--- config.mk ---
export PLATFORM = sky130hd
export DESIGN_NAME = mem_dbus_stage
export DESIGN_NICKNAME = d
export VERILOG_FILES = /design/src/rtl/mem_dbus_stage.sv
export SDC_FILE = /design/constraint.sdc
export NUM_CORES = 1
export LEC_CHECK = 0
export BUFFER_PORTS_ARGS = -buffer_cell sky130_fd_sc_hd__buf_2
export CORE_AREA = 2 2 154 156
export CTS_CLUSTER_DIAMETER = 200
export DETAILED_ROUTE_END_ITERATION = 16
export DIE_AREA = 0 0 156 158
export HOLD_SLACK_MARGIN = 0.03
export RECOVER_POWER = 25
export SLEW_MARGIN = 5
export SYNTH_ARGS = -nofsm -noshare
export SYNTH_HDL_FRONTEND = slang
export SYNTH_SLANG_ARGS = --single-unit
--- constraint.sdc ---
create_clock -name clk -period 2.8 [get_ports clk]
set_clock_uncertainty 0.2 [all_clocks]
set_input_delay 0.14 -clock clk [delete_from_list [all_inputs] [get_ports clk]]
set_output_delay 0.14 -clock clk [all_outputs]
set_load 0.05 [all_outputs]
--- src/rtl/mem_dbus_stage.sv ---
// Memory-access stage: issues loads/stores (incl. LL/SC) over a req/ack data bus,
// stalls the pipeline until completion, and aligns/extends load data for write-back.
module mem_dbus_stage (
  input  logic        clk,
  input  logic        rst,
  input  logic [5:0]  stall,
  input  logic [4:0]  wd_i,
  input  logic        wreg_i,
  input  logic [31:0] wdata_i,
  input  logic [31:0] hi_i,
  input  logic [31:0] lo_i,
  input  logic        whilo_i,
  input  logic [7:0]  aluop_i,
  input  logic [31:0] mem_addr_i,
  input  logic [31:0] reg2_i,
  input  logic        LLbit_i,
  input  logic        wb_LLbit_we_i,
  input  logic        wb_LLbit_value_i,
  input  logic [31:0] dbus_rdata_i,
  input  logic        dbus_ack_i,
  output logic [4:0]  wd_o,
  output logic        wreg_o,
  output logic [31:0] wdata_o,
  output logic [31:0] hi_o,
  output logic [31:0] lo_o,
  output logic        whilo_o,
  output logic        LLbit_we_o,
  output logic        LLbit_value_o,
  output logic        stallreq_o,
  output logic        misalign_o,
  output logic        dbus_req_o,
  output logic        dbus_we_o,
  output logic [31:0] dbus_addr_o,
  output logic [3:0]  dbus_sel_o,
  output logic [31:0] dbus_wdata_o
);
  localparam logic [7:0] OP_LB = 8'hE0, OP_LBU = 8'hE4, OP_LH = 8'hE1, OP_LHU = 8'hE5;
  localparam logic [7:0] OP_LW = 8'hE3, OP_SB = 8'hE8, OP_SH = 8'hE9, OP_SW = 8'hEB;
  localparam logic [7:0] OP_LL = 8'hF0, OP_SC = 8'hF8;

  typedef enum logic [1:0] {S_IDLE, S_REQ, S_DONE} state_e;

  state_e      state_q, state_d;
  logic        dbus_req_q, dbus_req_d, dbus_we_q, dbus_we_d;
  logic [31:0] dbus_addr_q, dbus_addr_d, dbus_wdata_q, dbus_wdata_d;
  logic [3:0]  dbus_sel_q, dbus_sel_d;
  logic [31:0] hold_wdata_q, hold_wdata_d;
  logic [4:0]  hold_wd_q, hold_wd_d;
  logic        hold_wreg_q, hold_wreg_d, hold_llwe_q, hold_llwe_d, hold_llval_q, hold_llval_d;

  logic is_byte, is_half, is_word, is_load, is_store, is_ll, is_sc;
  logic misalign, llbit_fwd, sc_fail, need_bus;
  logic [3:0]  req_sel;
  logic [31:0] req_wdata, load_data;
  logic [7:0]  lane_byte;
  logic [15:0] lane_half;
  logic        unused_stall;

  assign unused_stall = ^{stall[5], stall[3:0]};

  assign is_ll    = (aluop_i == OP_LL);
  assign is_sc    = (aluop_i == OP_SC);
  assign is_byte  = (aluop_i == OP_LB) || (aluop_i == OP_LBU) || (aluop_i == OP_SB);
  assign is_half  = (aluop_i == OP_LH) || (aluop_i == OP_LHU) || (aluop_i == OP_SH);
  assign is_word  = (aluop_i == OP_LW) || (aluop_i == OP_SW) || is_ll || is_sc;
  assign is_load  = (aluop_i == OP_LB) || (aluop_i == OP_LBU) || (aluop_i == OP_LH) ||
                    (aluop_i == OP_LHU) || (aluop_i == OP_LW) || is_ll;
  assign is_store = (aluop_i == OP_SB) || (aluop_i == OP_SH) || (aluop_i == OP_SW) || is_sc;

  assign misalign  = (is_half && mem_addr_i[0]) || (is_word && (mem_addr_i[1:0] != 2'b00));
  assign llbit_fwd = wb_LLbit_we_i ? wb_LLbit_value_i : LLbit_i;
  assign sc_fail   = is_sc && !llbit_fwd && !misalign;
  assign need_bus  = (is_load || is_store) && !misalign && !sc_fail;

  // Big-endian lane selection and store-data replication.
  always_comb begin
    req_sel   = 4'b1111;
    req_wdata = reg2_i;
    if (is_byte) begin
      req_sel   = 4'b1000 >> mem_addr_i[1:0];
      req_wdata = {4{reg2_i[7:0]}};
    end else if (is_half) begin
      req_sel   = mem_addr_i[1] ? 4'b0011 : 4'b1100;
      req_wdata = {2{reg2_i[15:0]}};
    end
  end

  always_comb begin
    unique case (mem_addr_i[1:0])
      2'b00:   lane_byte = dbus_rdata_i[31:24];
      2'b01:   lane_byte = dbus_rdata_i[23:16];
      2'b10:   lane_byte = dbus_rdata_i[15:8];
      default: lane_byte = dbus_rdata_i[7:0];
    endcase
    lane_half = mem_addr_i[1] ? dbus_rdata_i[15:0] : dbus_rdata_i[31:16];
    unique case (aluop_i)
      OP_LB:   load_data = {{24{lane_byte[7]}}, lane_byte};
      OP_LBU:  load_data = {24'd0, lane_byte};
      OP_LH:   load_data = {{16{lane_half[15]}}, lane_half};
      OP_LHU:  load_data = {16'd0, lane_half};
      default: load_data = dbus_rdata_i;
    endcase
  end

  // NOTE: every next-state signal takes its current value first so no path infers a latch.
  always_comb begin
    state_d      = state_q;
    dbus_req_d   = dbus_req_q;
    dbus_we_d    = dbus_we_q;
    dbus_addr_d  = dbus_addr_q;
    dbus_sel_d   = dbus_sel_q;
    dbus_wdata_d = dbus_wdata_q;
    hold_wdata_d = hold_wdata_q;
    hold_wd_d    = hold_wd_q;
    hold_wreg_d  = hold_wreg_q;
    hold_llwe_d  = hold_llwe_q;
    hold_llval_d = hold_llval_q;
    unique case (state_q)
      S_IDLE: if (need_bus) begin
        state_d      = S_REQ;
        dbus_req_d   = 1'b1;
        dbus_we_d    = is_store;
        dbus_addr_d  = {mem_addr_i[31:2], 2'b00};
        dbus_sel_d   = req_sel;
        dbus_wdata_d = req_wdata;
      end
      S_REQ: if (dbus_ack_i) begin
        state_d      = S_DONE;
        dbus_req_d   = 1'b0;
        hold_wdata_d = is_sc ? 32'd1 : (is_load ? load_data : wdata_i);
        hold_wd_d    = wd_i;
        hold_wreg_d  = wreg_i;
        hold_llwe_d  = is_ll || is_sc;
        hold_llval_d = is_ll;
      end
      S_DONE: if (!stall[4]) state_d = S_IDLE;
      default: state_d = S_IDLE;
    endcase
  end

  // NOTE: sequential state uses non-blocking assignments so all registers update together.
  always_ff @(posedge clk) begin
    if (rst) begin
      state_q      <= S_IDLE;
      dbus_req_q   <= 1'b0;
      dbus_we_q    <= 1'b0;
      dbus_addr_q  <= '0;
      dbus_sel_q   <= '0;
      dbus_wdata_q <= '0;
      hold_wdata_q <= '0;
      hold_wd_q    <= '0;
      hold_wreg_q  <= 1'b0;
      hold_llwe_q  <= 1'b0;
      hold_llval_q <= 1'b0;
    end else begin
      state_q      <= state_d;
      dbus_req_q   <= dbus_req_d;
      dbus_we_q    <= dbus_we_d;
      dbus_addr_q  <= dbus_addr_d;
      dbus_sel_q   <= dbus_sel_d;
      dbus_wdata_q <= dbus_wdata_d;
      hold_wdata_q <= hold_wdata_d;
      hold_wd_q    <= hold_wd_d;
      hold_wreg_q  <= hold_wreg_d;
      hold_llwe_q  <= hold_llwe_d;
      hold_llval_q <= hold_llval_d;
    end
  end

  // While an access is outstanding the write-back fields are a bubble.
  always_comb begin
    wd_o          = wd_i;
    wreg_o        = wreg_i;
    wdata_o       = wdata_i;
    hi_o          = hi_i;
    lo_o          = lo_i;
    whilo_o       = whilo_i;
    LLbit_we_o    = 1'b0;
    LLbit_value_o = 1'b0;
    stallreq_o    = 1'b0;
    misalign_o    = 1'b0;
    if (rst) begin
      wd_o    = '0;
      wreg_o  = 1'b0;
      wdata_o = '0;
      hi_o    = '0;
      lo_o    = '0;
      whilo_o = 1'b0;
    end else begin
      unique case (state_q)
        S_IDLE: begin
          if (misalign) begin
            misalign_o = 1'b1;
            wreg_o     = 1'b0;
          end else if (sc_fail) begin
            wreg_o  = 1'b1;
            wdata_o = '0;
          end else if (need_bus) begin
            stallreq_o = 1'b1;
            wreg_o     = 1'b0;
            wdata_o    = '0;
          end
        end
        S_REQ: begin
          stallreq_o = 1'b1;
          wreg_o     = 1'b0;
          wdata_o    = '0;
        end
        default: begin
          wd_o          = hold_wd_q;
          wreg_o        = hold_wreg_q;
          wdata_o       = hold_wdata_q;
          LLbit_we_o    = hold_llwe_q;
          LLbit_value_o = hold_llval_q;
        end
      endcase
    end
  end

  assign dbus_req_o   = dbus_req_q;
  assign dbus_we_o    = dbus_we_q;
  assign dbus_addr_o  = dbus_addr_q;
  assign dbus_sel_o   = dbus_sel_q;
  assign dbus_wdata_o = dbus_wdata_q;
endmodule

==> summary.md, run 1 <==
| Metric | Value |
|---|---|
| Clock tree sinks | `110` |
| WL final | `slightly above 30000 um` |
| Pre-CTS setup slack | `between 150 and 200 ps` |
| Number of fill cells | `2319` |
| Synth area leaders | `dfxtp_1, nor2b_1, a21oi_1` |
| Peak supply drop | `about 230 uV` |
| Crit path cell chain | `buf_2 > or3b_4 > a2111oi_4 > a21o_4 > buf_4 > o21ai_0 > a21oi_1 > dlygate4sd3_1` |
| Crit path largest cell delay | `between 500 and 600 ps` |
| CP max stage cell | `dlygate4sd3_1` |
| Synth warn | `0` |
| Register area share after synthesis | `roughly a third` |
| Layout area overhead | `60.50%` |
| CP startpoint kind | `input port` |
| Synth Register Bits | `110` |
| CTS Root Cell | `clkbuf_16` |
| Die width | `roughly 160 um` |
| Post-synth cell types | `67` |
| Overflow after GRT | `0` |
| DRC violation count after routing | `0` |
| Vias per inst | `between 5 and 6` |
| Pleak | `4.395 nW` |
| H-Tree Depth | `3` |
| Critical path data required time | `approximately 2900 ps` |
| CTS tree | `done` |
| Crit path kind | `input port to register` |
| Die area | `around 25000 um2` |
| I/O Pins | `~400` |
| Drt pass-1 iters | `8` |
| Placed Area | `about 9000 um2` |
| Achievable clock frequency | `375.4 MHz` |
| Routed Antenna Nets | `0` |
| Deepest clock path buffer count | `2` |
| I/O Buffers | `388` |
| Post-DP HPWL | `~22000 um` |
| CP bufs+invs | `3` |
| Slew at the pin closest to its max-slew limit | `about 740 ps` |
| Hold_ws | `102.2 ps` |
| Core ar. | `approximately 23000 um2` |
| Antenna violations before repair | `5` |
| Max capacitance violation total | `0` |
| Post-synth EDFFs | `0` |
| # rows | `56` |
| Global Route Usage Sum | `23.46%` |
| Setup violators final | `0` |
| Fin. max-slew vios | `0` |
| Area share of the largest cell type after synthesis | `33.60%` |
| Worst Path Arrival | `approximately 2800 ps` |
| Relative slew margins | `between 50% and 60%` |
| CP delay by family, top | `buffers and inverters` |
| Async S/R FF share, synth | `0%` |
| Largest net degree at the start of global routing | `between 60 and 70` |
| Die H | `between 150 and 200 um` |
| Crit end category | `register` |
| Critical Path Fanout Max | `34` |
| RSZ-0062 raised after global routing | `no` |
| Top_reg_cell synth | `dfxtp_1` |
| Final TNS setup | `0 ps` |
| Final worst-path cycle share | `a little over nine tenths` |
| Gate Count Post-Synth | `about 830` |
| Post-route cell area | `10520 um2` |
| Final-report hold violation count | `0` |
| Cell area power density | `approximately 400 nW/um2` |
| Mean Syn Cell Area | `slightly below 8 um2` |
| Starting Density | `28.43%` |
| GP Congestion | `roughly 0.88` |
| Final worst slack | `136.4 ps` |
| Vias in the first global route | `approximately 8300` |
| Worst-path clk slew | `80 ps` |
| Status | `complete, no violations` |
| Synthesized cell area | `6554 um2` |
| Via Count | `~8700` |
| CTS Buf Count | `9` |
| Hold crit path type | `input port to register` |
| Synth area leader | `dfxtp_1` |
| Worst-skew pair later-pin latency | `approximately 350 ps` |
| Layout Nets | `~1500` |
| Final min period | `2664 ps` |
| Layout cells sized above 1 | `a little under a third` |
| Drt wl/cell | `~19 um` |
| First-pass GRT wire length | `between 40000 and 50000 um` |
| Starting DRT DRC Count | `between 800 and 900` |
-- cells in the mapped netlist, drive strengths merged, types with 9 or more instances --
library cell  instances
a22o                 32
clkbuf               57
a221oi                9
nor2b                73
o21ai                86
nor3                 19
nand2                60
a31o                 10
a21oi                92
nor2                 27
nor4                 11
dfxtp               110
a211oi               13
o31ai                 9
buf                  36
mux2i                18
nand3                46
a22oi                25
nand4                 9
-- timing repair --
item / in CTS / in global routing
endpoints found under the setup margin: 0 / 24
resized for setup: 0 / 8
hold endpoints to repair: 95 / 0
hold buffers: 147 / 0
setup buffers: 0 / 3
-- worst paths after layout --
| kind | cells past startpoint | start | to | slack [ps] |
|---|---|---|---|---|
| hold reg to reg | 2 | hold_llval_q | hold_llval_q | 250 |
| setup reg to reg | 6 | state_q[1] | hold_wdata_q[6] | 260 |
| hold / removal | 4 | dbus_rdata_i[1] | hold_wdata_q[1] | 100 |
| setup / recovery | 8 | aluop_i[1] | dbus_addr_o[9] | 140 |
-- cell usage in the layout (no fill, tap or decap), drive strengths merged, types with 10 or more instances in the layout --
master	count
dfxtp	110
nor2b	73
clkbuf	78
a21oi	92
nand2	60
o21ai	86
nor4	11
a22o	32
nor3	19
nand3	46
nor2	27
a31o	10
a22oi	25
dlygate4sd3	147
a211oi	13
buf	358
mux2i	18
-- routing by layer --
metal | global-route usage (%) | routed length (um) | vias up
met3 | 3.750 | 2118 | 91
li1 | - | - | 4067
met4 | 10.66 | 1151 | 6
met1 | 28.91 | 12280 | 4056
met5 | 0 | 38 | -
met2 | 40.33 | 15360 | 479
-- per-stage QoR --
stage                     total power, mW  instances  utilization (%)
after floorplan                     2.361        826                -
after global placement              2.744       1446            38.00
after detailed placement            2.747       1446            38.00
after CTS                           4.257       1609            45.72
after global routing                4.396       1614            45.61
final                               4.235       1616            45.63
-- where the power goes --
part	switching, mW	internal [mW]	total, mW	leakage (nW)
registers	0.0146	1.59	1.61	0.889
logic	0.808	0.443	1.25	3.36
clock network	0.663	0.714	1.38	0.151
-- final cells by class --
cell class	instances	area, um2	area share [%]
inverters	2	11.26	0.1071
flip-flops and latches	110	2203	20.95
clock buffers	10	229.0	2.177
clock inverters	6	78.83	0.7494
repair buffers	573	3640	34.60
diodes	4	10.01	0.09516
multi-input cells	621	3984	37.87
well taps	290	362.8	3.450
-- kinds of logic after synthesis --
kind of cell | Yosys count | synth area share, %
other cells | 1 | 0.05722
compound gates | 325 | 33.75
mux | 23 | 4.124
buf+inv | 95 | 6.338
flops | 110 | 33.60
simple gates | 271 | 22.13
-- registers in the layout, summed over array words and instances, names as in the netlist --
| register | count |
|---|---|
| dbus_sel_o | 4 |
| hold_llval_q | 1 |
| hold_wdata_q | 32 |
| dbus_req_o | 1 |
| dbus_wdata_o | 32 |
| hold_wd_q | 5 |
| dbus_addr_o | 30 |
| dbus_we_o | 1 |
| hold_wreg_q | 1 |
| hold_llwe_q | 1 |
| state_q | 2 |
-- tightest hold or removal path, delay by kind of cell --
family / cells / cell delay [ps]
compound gates: 2 / 320
buf+inv: 1 / 100
simple gates: 1 / 40
(Power assumes the default switching activity.)
==> inputs of run 2 (changes only) <==
--- a/config.mk
+++ b/config.mk
@@ -6,10 +6,10 @@
 export NUM_CORES = 1
 export LEC_CHECK = 0
 export BUFFER_PORTS_ARGS = -buffer_cell sky130_fd_sc_hd__buf_2
-export CORE_AREA = 2 2 154 156
+export CORE_AREA = 2 2 156 158
 export CTS_CLUSTER_DIAMETER = 200
 export DETAILED_ROUTE_END_ITERATION = 16
-export DIE_AREA = 0 0 156 158
+export DIE_AREA = 0 0 158 160
 export HOLD_SLACK_MARGIN = 0.03
 export RECOVER_POWER = 25
 export SLEW_MARGIN = 5
==> constraint.sdc (replaced) <==
create_clock -name clk -period 3.24 [get_ports clk]
set_clock_uncertainty 0.2 [all_clocks]
set_input_delay 0.162 -clock clk [delete_from_list [all_inputs] [get_ports clk]]
set_output_delay 0.162 -clock clk [all_outputs]
set_load 0.05 [all_outputs]
==> summary.md, run 2 (synthesis results as in run 1) <==
| Metric | Value |
|---|---|
| Storage cell area | `roughly 2200 um2` |
| Worst r2r src | `state_q[1]` |
| Pleak | `4.303 nW` |
| Clock tree sinks | `110` |
| Overflow after GRT | `0` |
| Largest net degree at the start of global routing | `around 150` |
| Deepest clock path buffer count | `2` |
| First-pass GRT wire length | `44790 um` |
| Vias in the first global route | `between 8000 and 9000` |
| Crit path kind | `input port to register` |
| Layout area overhead | `57.81%` |
| Relative slew margins | `around 44%` |
| Commonest non-fill, non-tap cells in the layout | `buf_2, dlygate4sd3_1, dfxtp_1` |
| Via Count | `about 8500` |
| DRC violation count after routing | `0` |
| Footprint of the multi-input gates | `approximately 4000 um2` |
| Vias per inst | `~5.2` |
| Status | `complete, no violations` |
| CTS tree | `done` |
| Commonest non-fill, non-tap cell in the layout | `buf_2` |
| R2R depth | `6` |
| Worst-path clk slew | `about 80 ps` |
| Cell area power density | `343.4 nW/um2` |
| GP Congestion | `slightly above 0.9` |
| # rows | `57` |
| CTS Root Cell | `clkbuf_16` |
| Crit path to | `dbus_addr_o[9]` |
| CP startpoint kind | `input port` |
| Starting Density | `between 20% and 30%` |
| Post-DP HPWL | `around 22000 um` |
| WL final | `approximately 30000 um` |
| Worst-skew pair later-pin latency | `~350 ps` |
| Antenna violations before repair | `11` |
| Layout Nets | `1514` |
| Achievable clock frequency | `about 350 MHz` |
| Final min period | `2844 ps` |
| Worst Path Arrival | `2950 ps` |
| Number of fill cells | `between 2000 and 2500` |
| Critical R2R Capture | `dbus_wdata_o[15]` |
| Hold_ws | `38.19 ps` |
| Peak supply drop | `198.3 uV` |
| Die area | `about 25000 um2` |
| Setup violators final | `0` |
| Final TNS setup | `0 ps` |
| CTS Buf Count | `9` |
| Max capacitance violation total | `0` |
| Final worst-path cycle share | `slightly below 90%` |
| Routed Antenna Nets | `0` |
| Critical path data required time | `between 3000 and 4000 ps` |
| Slew at the pin closest to its max-slew limit | `~840 ps` |
| I/O Buffers | `around 390` |
| Core ar. | `23820 um2` |
| Global Route Usage Sum | `22.69%` |
| Post-cts repair resize count | `0` |
| R2R Setup Slk | `between 400 and 500 ps` |
| Fin. max-slew vios | `0` |
| Final-report hold violation count | `0` |
| I/O Pins | `just under 400` |
| CP Launch Point | `aluop_i[0]` |
| Drt wl/cell | `18.54 um` |
| Crit end category | `register` |
| RSZ-0062 raised after global routing | `no` |
| Critical Path Fanout Max | `39` |
| Layout cells sized above 1 | `30.38%` |
| Starting DRT DRC Count | `714` |
| Die width | `between 150 and 200 um` |
| H-Tree Depth | `3` |
| Drt pass-1 iters | `6` |
| Hold crit path type | `input port to register` |
| Die H | `between 150 and 200 um` |
## run 2: cell types whose count changed in the layout (fill, tap and decap cells not counted), sizes merged
cell	before	now
clkbuf	78	80
inv	3	5
dlygate4sd3	147	139
buf	358	341
bufinv	1	0
diode	4	8
## run 2: where the power goes
part           switching (mW)  leakage (nW)  internal (mW)  total (mW)
logic                   0.685          3.27          0.362        1.05
clock network           0.574         0.141          0.541        1.12
registers              0.0128         0.888           1.38        1.39
## run 2: worst max-delay path, stage by stage
cell           delay, ps
buf_2                170
buf_4                210
or3b_4               400
a2111oi_4            460
a21o_4               240
buf_4                400
o21ai_0              170
a21oi_1              170
dlygate4sd3_1        550
## run 2: cell type report
cell class | instances | share of cell area [%]
inverter | 2 | 0.07259
timing repair buffer | 551 | 33.41
tap | 324 | 3.920
antenna | 8 | 0.1936
clock buffer | 9 | 2.178
clock inverter | 7 | 0.6412
sequential | 110 | 21.29
multi-input combinational | 621 | 38.29
## run 2: how the worst min path moves through the flow
stage / from / depth (start not counted) / end
floorplan: wd_i[0] / 2 / hold_wd_q[0]
CTS: wdata_i[12] / 4 / hold_wdata_q[12]
finish: wdata_i[12] / 4 / hold_wdata_q[12]
global route: dbus_rdata_i[20] / 3 / hold_wdata_q[20]
global placement: mem_addr_i[24] / 3 / dbus_addr_o[24]
detailed placement: mem_addr_i[14] / 3 / dbus_addr_o[14]
## run 2: per-stage QoR
step	total power, mW	setup slack (ps)	util (%)	instances	instance area, um2
after floorplan	2.040	883.1	-	826	6558
after global placement	2.358	512.5	36.64	1469	8728
after detailed placement	2.362	510.5	36.64	1469	8728
after CTS	3.587	405.3	43.71	1624	10410
after global routing	3.678	156.9	43.42	1632	10340
final	3.551	395.7	43.42	1632	10340
## run 2: layer usage
layer | track usage [%] | wire length [um] | up-vias
li1 | - | - | 4034
met3 | 3.853 | 1970 | 84
met5 | 0 | 21 | -
met1 | 27.21 | 12210 | 3968
met4 | 11.06 | 1242 | 4
met2 | 38.93 | 14820 | 418
## run 2: timing repair
item | in CTS | in global routing
endpoints found under the hold margin | 94 | 0
setup buffers | 0 | 0
setup endpoints to repair | 0 | 0
hold buffers | 139 | 0
